<file path="src/rtl/holder_conditioner.sv">
// Slide-switch conditioner: synchronizes and debounces a 2-bit holder and emits change/tick/advance strobes.
// Optional periodic tick generator is compiled in when HOLDER_TICK_EN is defined.
module holder_conditioner #(
    parameter int          DEBOUNCE_CYCLES = 4,
    parameter logic [31:0] TICK_CYCLES     = 32'd100_000_000
) (
    input  logic       clk,
    input  logic       rst_n,
    input  logic [1:0] raw_holder,
    output logic [1:0] holder,
    output logic       changed,
    output logic       tick,
    output logic       advance
);

    localparam int              CW       = $clog2(DEBOUNCE_CYCLES + 1);
    localparam logic [CW-1:0]   CNT_LAST = CW'(DEBOUNCE_CYCLES - 1);

    logic [1:0]    sync1_q;
    logic [1:0]    sync_q;
    logic [1:0]    cand_q;
    logic [1:0]    cand_d;
    logic [CW-1:0] cnt_q;
    logic [CW-1:0] cnt_d;
    logic [1:0]    holder_q;
    logic [1:0]    holder_d;
    logic          changed_q;
    logic          advance_q;
    logic          load_s;
    logic          tick_s;

    // Two-flop synchronizer; only the second stage feeds the debouncer.
    always_ff @(posedge clk or negedge rst_n) begin
        if (!rst_n) begin
            sync1_q <= 2'b00;
            sync_q  <= 2'b00;
        end else begin
            sync1_q <= raw_holder;
            sync_q  <= sync1_q;
        end
    end

    // Debounce next-state: the word must hold DEBOUNCE_CYCLES matching cycles after a restart.
    always_comb begin
        cand_d   = cand_q;
        cnt_d    = cnt_q;
        holder_d = holder_q;
        load_s   = 1'b0;
        if (sync_q == holder_q) begin
            cand_d = sync_q;
            cnt_d  = {CW{1'b0}};
        end else if (sync_q != cand_q) begin
            cand_d = sync_q;
            cnt_d  = {CW{1'b0}};
        end else if (cnt_q == CNT_LAST) begin
            holder_d = cand_q;
            cnt_d    = {CW{1'b0}};
            load_s   = 1'b1;
        end else begin
            cnt_d = cnt_q + {{(CW-1){1'b0}}, 1'b1};
        end
    end

    // Debounce state registers.
    always_ff @(posedge clk or negedge rst_n) begin
        if (!rst_n) begin
            cand_q   <= 2'b00;
            cnt_q    <= {CW{1'b0}};
            holder_q <= 2'b00;
        end else begin
            cand_q   <= cand_d;
            cnt_q    <= cnt_d;
            holder_q <= holder_d;
        end
    end

`ifdef HOLDER_TICK_EN
    logic [31:0] tick_cnt_q;
    logic [31:0] tick_cnt_d;
    logic        tick_q;

    // Tick counter restarts on wrap and on every holder update, so a coincident pair restarts once.
    always_comb begin
        tick_s = (tick_cnt_q == (TICK_CYCLES - 32'd1));
        if (load_s || tick_s) begin
            tick_cnt_d = 32'd0;
        end else begin
            tick_cnt_d = tick_cnt_q + 32'd1;
        end
    end

    // Tick counter and registered tick strobe.
    always_ff @(posedge clk or negedge rst_n) begin
        if (!rst_n) begin
            tick_cnt_q <= 32'd0;
            tick_q     <= 1'b0;
        end else begin
            tick_cnt_q <= tick_cnt_d;
            tick_q     <= tick_s;
        end
    end

    assign tick = tick_q;
`else
    logic unused_tick_cfg_s;

    assign unused_tick_cfg_s = ^TICK_CYCLES;
    assign tick_s            = 1'b0;
    assign tick              = 1'b0;
`endif

    // Registered strobes; advance merges change and tick into one pulse.
    always_ff @(posedge clk or negedge rst_n) begin
        if (!rst_n) begin
            changed_q <= 1'b0;
            advance_q <= 1'b0;
        end else begin
            changed_q <= load_s;
            advance_q <= load_s | tick_s;
        end
    end

    assign holder  = holder_q;
    assign changed = changed_q;
    assign advance = advance_q;

endmodule

</file>
<file path="config.mk">
export PLATFORM = sky130hd
export DESIGN_NAME = holder_conditioner
export DESIGN_NICKNAME = d
export VERILOG_FILES = /design/src/rtl/holder_conditioner.sv
export SDC_FILE = /design/constraint.sdc
export NUM_CORES = 1
export LEC_CHECK = 0
export ABC_AREA = 1
export BUFFER_PORTS_ARGS = -buffer_cell sky130_fd_sc_hd__buf_2
export CAP_MARGIN = 20
export CORE_MARGIN = 2
export CORE_UTILIZATION = 34
export DETAILED_ROUTE_END_ITERATION = 16
export GPL_ROUTABILITY_DRIVEN = 0
export HOLD_SLACK_MARGIN = 0.08
export PLACE_DENSITY = 0.53
export SYNTH_ARGS = -nofsm -noshare
export SYNTH_HDL_FRONTEND = slang
export SYNTH_SLANG_ARGS = --single-unit
</file>
<file path="constraint.sdc">
create_clock -name clk -period 1.3 [get_ports clk]
set_clock_uncertainty 0.1 [all_clocks]
set_input_delay 0.13 -clock clk [delete_from_list [all_inputs] [get_ports clk]]
set_output_delay 0.13 -clock clk [all_outputs]
set_load 0.05 [all_outputs]
</file>
Yosys cells after proc, flatten, opt, wreduce, memory -nomap -nowiden
Index checks and enable logic that the tools add are counted.
{"block": "word_totals", "ff_bits": 12, "word_cells": 22, "out_inout_bits": 5, "in_bits": 4}
{"block": "op_classes", "muxes": 8, "addsub": 1, "n_eq_ne": 3, "n_bitwise": 2, "n_reduce_logical": 2}
{"operator": "$mux W3", "count": 3}
{"operator": "$mux W2", "count": 2}
{"operator": "$add A3 B1 Y3 const B", "count": 1}
{"operator": "$eq A3 B2 Y1 const B", "count": 1}
{"operator": "$mux W1", "count": 3}
{"operator": "$reduce_and A3 Y1", "count": 1}
{"operator": "$eq A2 B2 Y1", "count": 1}
{"operator": "$ne A2 B2 Y1", "count": 1}
{"operator": "$not A1 Y1", "count": 2}
{"operator": "$reduce_bool A2 Y1", "count": 1}

Longest topological paths before layout
Gate-level depths: netlist of the first run.
{"block": "logic_depth", "ltp_word": 4, "depth_mapped": 7, "ltp_nobuf": 7}

Least setup slack after synthesis of the first run
OpenSTA, ideal clock, no wires.
{"block": "synth_path", "kind": "register to register", "start": "register holder_q[0], in the netlist holder[0]", "end": "register holder_q[0], in the netlist holder[0]", "path_slack_ps": -53, "arrival_time_ps": 1134, "required_ps": 1080, "stages_incl_launch_ff": 8, "n_path_buf": 0, "setup_time_ps": 120, "path_cell_list": "dfrtp_1 inv_1 nand2_1 nand2_1 nand2_2 nand3_2 nand2_1 nand2_1"}
{"block": "synth_between", "elab_chain_cells": 3}
{"item": "from (decl)", "line": "25", "rtl": "logic [1:0] holder_q;"}
{"item": "from (signal assigned)", "line": "73", "rtl": "holder_q <= holder_d;"}
{"item": "$eq A2 B2 Y1", "line": "49", "rtl": "if (sync_q == holder_q) begin"}
{"item": "$not A1 Y1 (no source line)"}
{"item": "$reduce_and A3 Y1 (no source line)"}
No other way between the ends.
A chain may end at the register's enable or synchronous reset.

Worst setup path after layout of the first run
{"block": "layout_path", "start": "register holder_q[1], in the netlist holder[1]", "end": "output holder[1]"}
{"item": "to (decl)", "line": "10", "rtl": "output logic [1:0] holder,"}
No word-level cell between the ends.

==> results_dict.tcl, run 1 <==
set metrics [dict create \
    crit_chain "buf_2" \
    r2r-start "cnt_q[0]" \
    first_pass_iters 2 \
    clock_tree.root_cell "clkbuf_4" \
    cts_tree "built" \
    critical_path_buf_inv_count 1 \
    cp-start-kind "flip-flop" \
    seqPwrFrac 0.505 \
    num-fill-cells 148 \
    critPathMaxFanout 4 \
    routedWlPerCell_um 8.65 \
    diodes 0 \
    drtIter0Drc 2 \
    antenna_found_initial 0 \
    power.switching_uw 210 \
    antenna_left 0 \
    irDropWorstVdd_v 0.000742 \
    clkLatencyLatePin_ps 270 \
    grt_pass1_vias 333 \
    p_leak_nw 0.347 \
    hold_viol_final 0 \
    core_area_mm2 0.00151 \
    worst_ep_arrival_time_ps 920 \
    synth_nets 59 \
    slowest_stage "dfrtp_2" \
    worstSetupPathType "flip-flop to primary output" \
    yosysSeqAreaShare 0.548 \
    crit_path_start "holder[1]" \
    cellPowerDensity_mw_per_mm2 1250 \
    worst_slack_ps 153 \
    hold_path_class "primary input to asynchronous set/reset pin" \
    grt.total_usage 0.101 \
    postSynthAreaPerCell_um2 10.1 \
    yosys_warnings 0 \
    clock_sinks 12 \
    slew_viol_final 0 \
    power_frac_clock 0.353 \
    rows 14 \
    fp.dieArea_mm2 0.00195 \
    dp.cells 73 \
    rsz0062_at_grt "no" \
    crit_path_end_kind "primary output" \
    setup_viol 0 \
    swShare 0.259 \
    fin_crit_sh 0.882 \
    die_x_um 44.1 \
    dp_hpwl_um 547 \
    final_nets 70 \
    path_clk_slew_ps 70 \
    final_core_util 0.431 \
    synth_seq_cells 12 \
    crit_path_max_incr_delay_ps 380 \
    synth_cell_types 16 \
    post-cts-setup-buffer-count 0 \
    syn_inst 54 \
    io_pins 9 \
    max-clock-path-buffers 2 \
    grt.overflow.total 0 \
    design_area_um2 649 \
    fmax_mhz 872 \
    port_buffers 7 \
    drv_cap 0 \
    layout.cells.non_filler 80 \
    drt-total-wl_um 692 \
    netlist_area_um2 548 \
    die_h_um 44.1 \
    drc 0 \
    combPwrFrac 0.142 \
    whs_ps 152 \
    critPathRequiredTime_ps 1070 \
    cts_hold_buf 3 \
    drive_gt1_frac 0.406 \
    period_needed_ps 1150 \
    area_growth_pct 18.5 \
    dp_slack_ps 140 \
    numCtsBuffers 3 \
    p_int_uw 601 \
    vias 340 \
    fin_tns_setup_ps 0 \
    routed_via_density 4.25 \
    grt_pass1_wl_um 1350 \
    critPathTopFamily "flip-flops" \
    fin_total_pwr_uw 811 \
    htree_levels 1 \
    status "complete, no violations" \
    initial_core_util 0.364 \
    ctsResizeCount 0 \
    place_area_um2 583 \
    grt_max_degree 13 \
]
-- layout make-up --
cell class,count,area (um2),share of cell area
sequential,12,303,0.466
multi-input combinational,30,195,0.301
timing repair buffer,10,65.1,0.100
clock buffer,4,36.3,0.0559
inverter,8,30.0,0.0462
tap,16,20.0,0.0308
-- cell usage in the layout (no fill, tap or decap), drive strengths merged --
| cell | netlist | layout |
|---|---|---|
| inv | 8 | 8 |
| dfrtp | 12 | 12 |
| clkbuf | 2 | 4 |
| nand2 | 19 | 19 |
| conb | 1 | 1 |
| ha | 1 | 1 |
| dlygate4sd3 | 0 | 3 |
| buf | 2 | 7 |
| nand3 | 2 | 2 |
| nor2 | 4 | 4 |
| nor3 | 1 | 1 |
| nand4 | 2 | 2 |
-- cells in the mapped netlist --
master	number	area [um2]
nand2_2	6	37.5
ha_1	1	12.5
nand4_1	2	12.5
nand3_2	1	10.0
conb_1	1	3.75
nand3_1	1	5.00
inv_2	2	7.51
buf_4	2	15.0
inv_1	6	22.5
dfrtp_1	12	300
nand2_1	12	45.0
nor3_2	1	10.0
nand2_4	1	11.3
nor2_8	2	40.0
clkbuf_1	2	7.51
nor2_1	2	7.51
-- state kept, by name, indices dropped and copies added (netlist names) --
signal	flops
cnt_q	3
cand_q	2
holder	2
sync1_q	2
sync_q	2
advance	1
-- power by group through the flow --
| stage | logic [mW] | clock network [mW] | registers (mW) |
|---|---|---|---|
| finish | 0.115 | 0.286 | 0.409 |
| global route | 0.130 | 0.328 | 0.413 |
| CTS | 0.118 | 0.298 | 0.410 |
| detailed placement | 0.111 | 0 | 0.417 |
| global placement | 0.110 | 0 | 0.417 |
| floorplan | 0.0674 | 0 | 0.437 |
-- routing by layer --
metal	up-vias	share of wire	global-route usage
met4	0	0.020	0.0364
met1	148	0.43	0.120
met3	2	0.082	0.0735
met2	10	0.46	0.141
met5	-	0	0
li1	180	-	-
-- worst paths after layout --
check / to / slack, ps / cells past startpoint
worst max-delay path: holder[1] / 150 / 1
worst min-delay path: sync_q[1] / 150 / 2
worst max register to register: holder[0] / 150 / 6
worst min register to register: sync_q[0] / 250 / 0
max in group asynchronous: holder[1] / 720 / 2
min in group clk: sync_q[0] / 250 / 0
-- kinds of logic after synthesis --
kind of cell | Yosys count | share of synthesized area
and+or+nand+nor | 28 | 0.326
buffers and inverters | 12 | 0.0959
DFF | 12 | 0.548
adders and majority gates | 1 | 0.0228
other | 1 | 0.00684
(Power assumes the default switching activity.)
==> inputs of run 2 (changes only) <==
--- a/config.mk
+++ b/config.mk
@@ -8,12 +8,12 @@
 export ABC_AREA = 1
 export BUFFER_PORTS_ARGS = -buffer_cell sky130_fd_sc_hd__buf_2
 export CAP_MARGIN = 20
-export CORE_MARGIN = 2
-export CORE_UTILIZATION = 34
+export CORE_AREA = 2 2 39 41
 export DETAILED_ROUTE_END_ITERATION = 16
+export DIE_AREA = 0 0 41 43
 export GPL_ROUTABILITY_DRIVEN = 0
 export HOLD_SLACK_MARGIN = 0.08
-export PLACE_DENSITY = 0.53
+export PLACE_DENSITY = 0.61
 export SYNTH_ARGS = -nofsm -noshare
 export SYNTH_HDL_FRONTEND = slang
 export SYNTH_SLANG_ARGS = --single-unit
==> results_dict.tcl, run 2 (synthesis results as in run 1) <==
set metrics [dict create \
    final_nets 70 \
    vias 343 \
    drc 0 \
    path_clk_slew_ps 70 \
    place_area_um2 583 \
    cts_hold_buf 3 \
    dp_hpwl_um 578 \
    routedWlPerCell_um 9.95 \
    drv_cap 0 \
    r2r_end "holder[1]" \
    io_pins 9 \
    drtIter0Drc 2 \
    port_buffers 7 \
    top_register "cnt_q" \
    htree_levels 1 \
    worst_ep_arrival_time_ps 1240 \
    clock_sinks 12 \
    fmax_mhz 850 \
    numCtsBuffers 3 \
    post-cts-setup-buffer-count 0 \
    ctsResizeCount 0 \
    rr_worst_depth 7 \
    fp.dieArea_mm2 0.00176 \
    initial_core_util 0.396 \
    die_x_um 41 \
    irDropWorstVdd_v 0.000597 \
    final_cell_mix "12 x nand2_1, 10 x dfrtp_1, 7 x buf_2, 6 x inv_1, 6 x nand2_2" \
    cts_tree "built" \
    grt_max_degree 13 \
    area_growth_pct 16.0 \
    p_leak_nw 0.340 \
    diodes 0 \
    hold_path_class "primary input to asynchronous set/reset pin" \
    layout.cells.non_filler 79 \
    design_area_um2 636 \
    cp-start-kind "flip-flop" \
    clkLatencyLatePin_ps 270 \
    period_needed_ps 1180 \
    routed_via_density 4.34 \
    r2r-start "cand_q[0]" \
    core_area_mm2 0.00138 \
    worst_slack_ps 123 \
    drt-total-wl_um 786 \
    grt_pass1_vias 331 \
    critPathMaxFanout 5 \
    layout_commonest_cell "nand2_1" \
    hold_viol_final 0 \
    fin_total_pwr_uw 745 \
    grt_pass1_wl_um 1300 \
    grt.overflow.total 0 \
    antenna_left 0 \
    dp_slack_ps 121 \
    fin_tns_setup_ps 0 \
    fin_crit_sh 0.905 \
    r2r_slack_ps 120 \
    crit_path_start "cand_q[0]" \
    critPathRequiredTime_ps 1360 \
    antenna_found_initial 0 \
    crit_end "holder[1]" \
    drive_gt1_frac 0.397 \
    rows 14 \
    rsz0062_at_grt "no" \
    cellPowerDensity_mw_per_mm2 1170 \
    worstSetupPathType "flip-flop to flip-flop" \
    dp.cells 73 \
    slew_viol_final 0 \
    setup_viol 0 \
    die_h_um 43 \
    largest_reg_flops 3 \
    final_core_util 0.459 \
    clock_tree.root_cell "clkbuf_4" \
    whs_ps 173 \
    crit_path_end_kind "flip-flop" \
    status "complete, no violations" \
    max-clock-path-buffers 2 \
    first_pass_iters 3 \
    grt.total_usage 0.121 \
]
-- run 2: critical path: stages, from the launching register on --
cell	delay [ps]
dfrtp_1	390
inv_1	60
nand2_1	80
nand2_2	90
nor2_8	150
nand3_2	100
nand2_1	70
nand2_1	40
-- run 2: report_power, final --
part / internal [mW] / switching (mW) / total (mW)
Clock: 0.107 / 0.111 / 0.218
Combinational: 0.0367 / 0.0792 / 0.116
Sequential: 0.394 / 0.0166 / 0.411
Total: 0.538 / 0.207 / 0.745
-- run 2: layout make-up --
type	instances	area, um2
timing repair buffer	10	65.1
fill	128	748
inverter	8	30.0
multi-input combinational	30	195
tap	16	20.0
clock buffer	3	22.5
sequential	12	303
-- run 2: per-layer routing --
layer / part of all wire / GRT usage
met1: 0.43 / 0.134
met2: 0.48 / 0.172
met3: 0.041 / 0.0157
met4: 0.052 / 0.140
met5: 0 / 0
-- run 2: worst min path at each step --
stage,end
6_report,advance
5_1_grt,cand_q[0]
4_1_cts,cand_q[0]
3_5_place_dp,advance
3_3_place_gp,advance
2_1_floorplan,advance
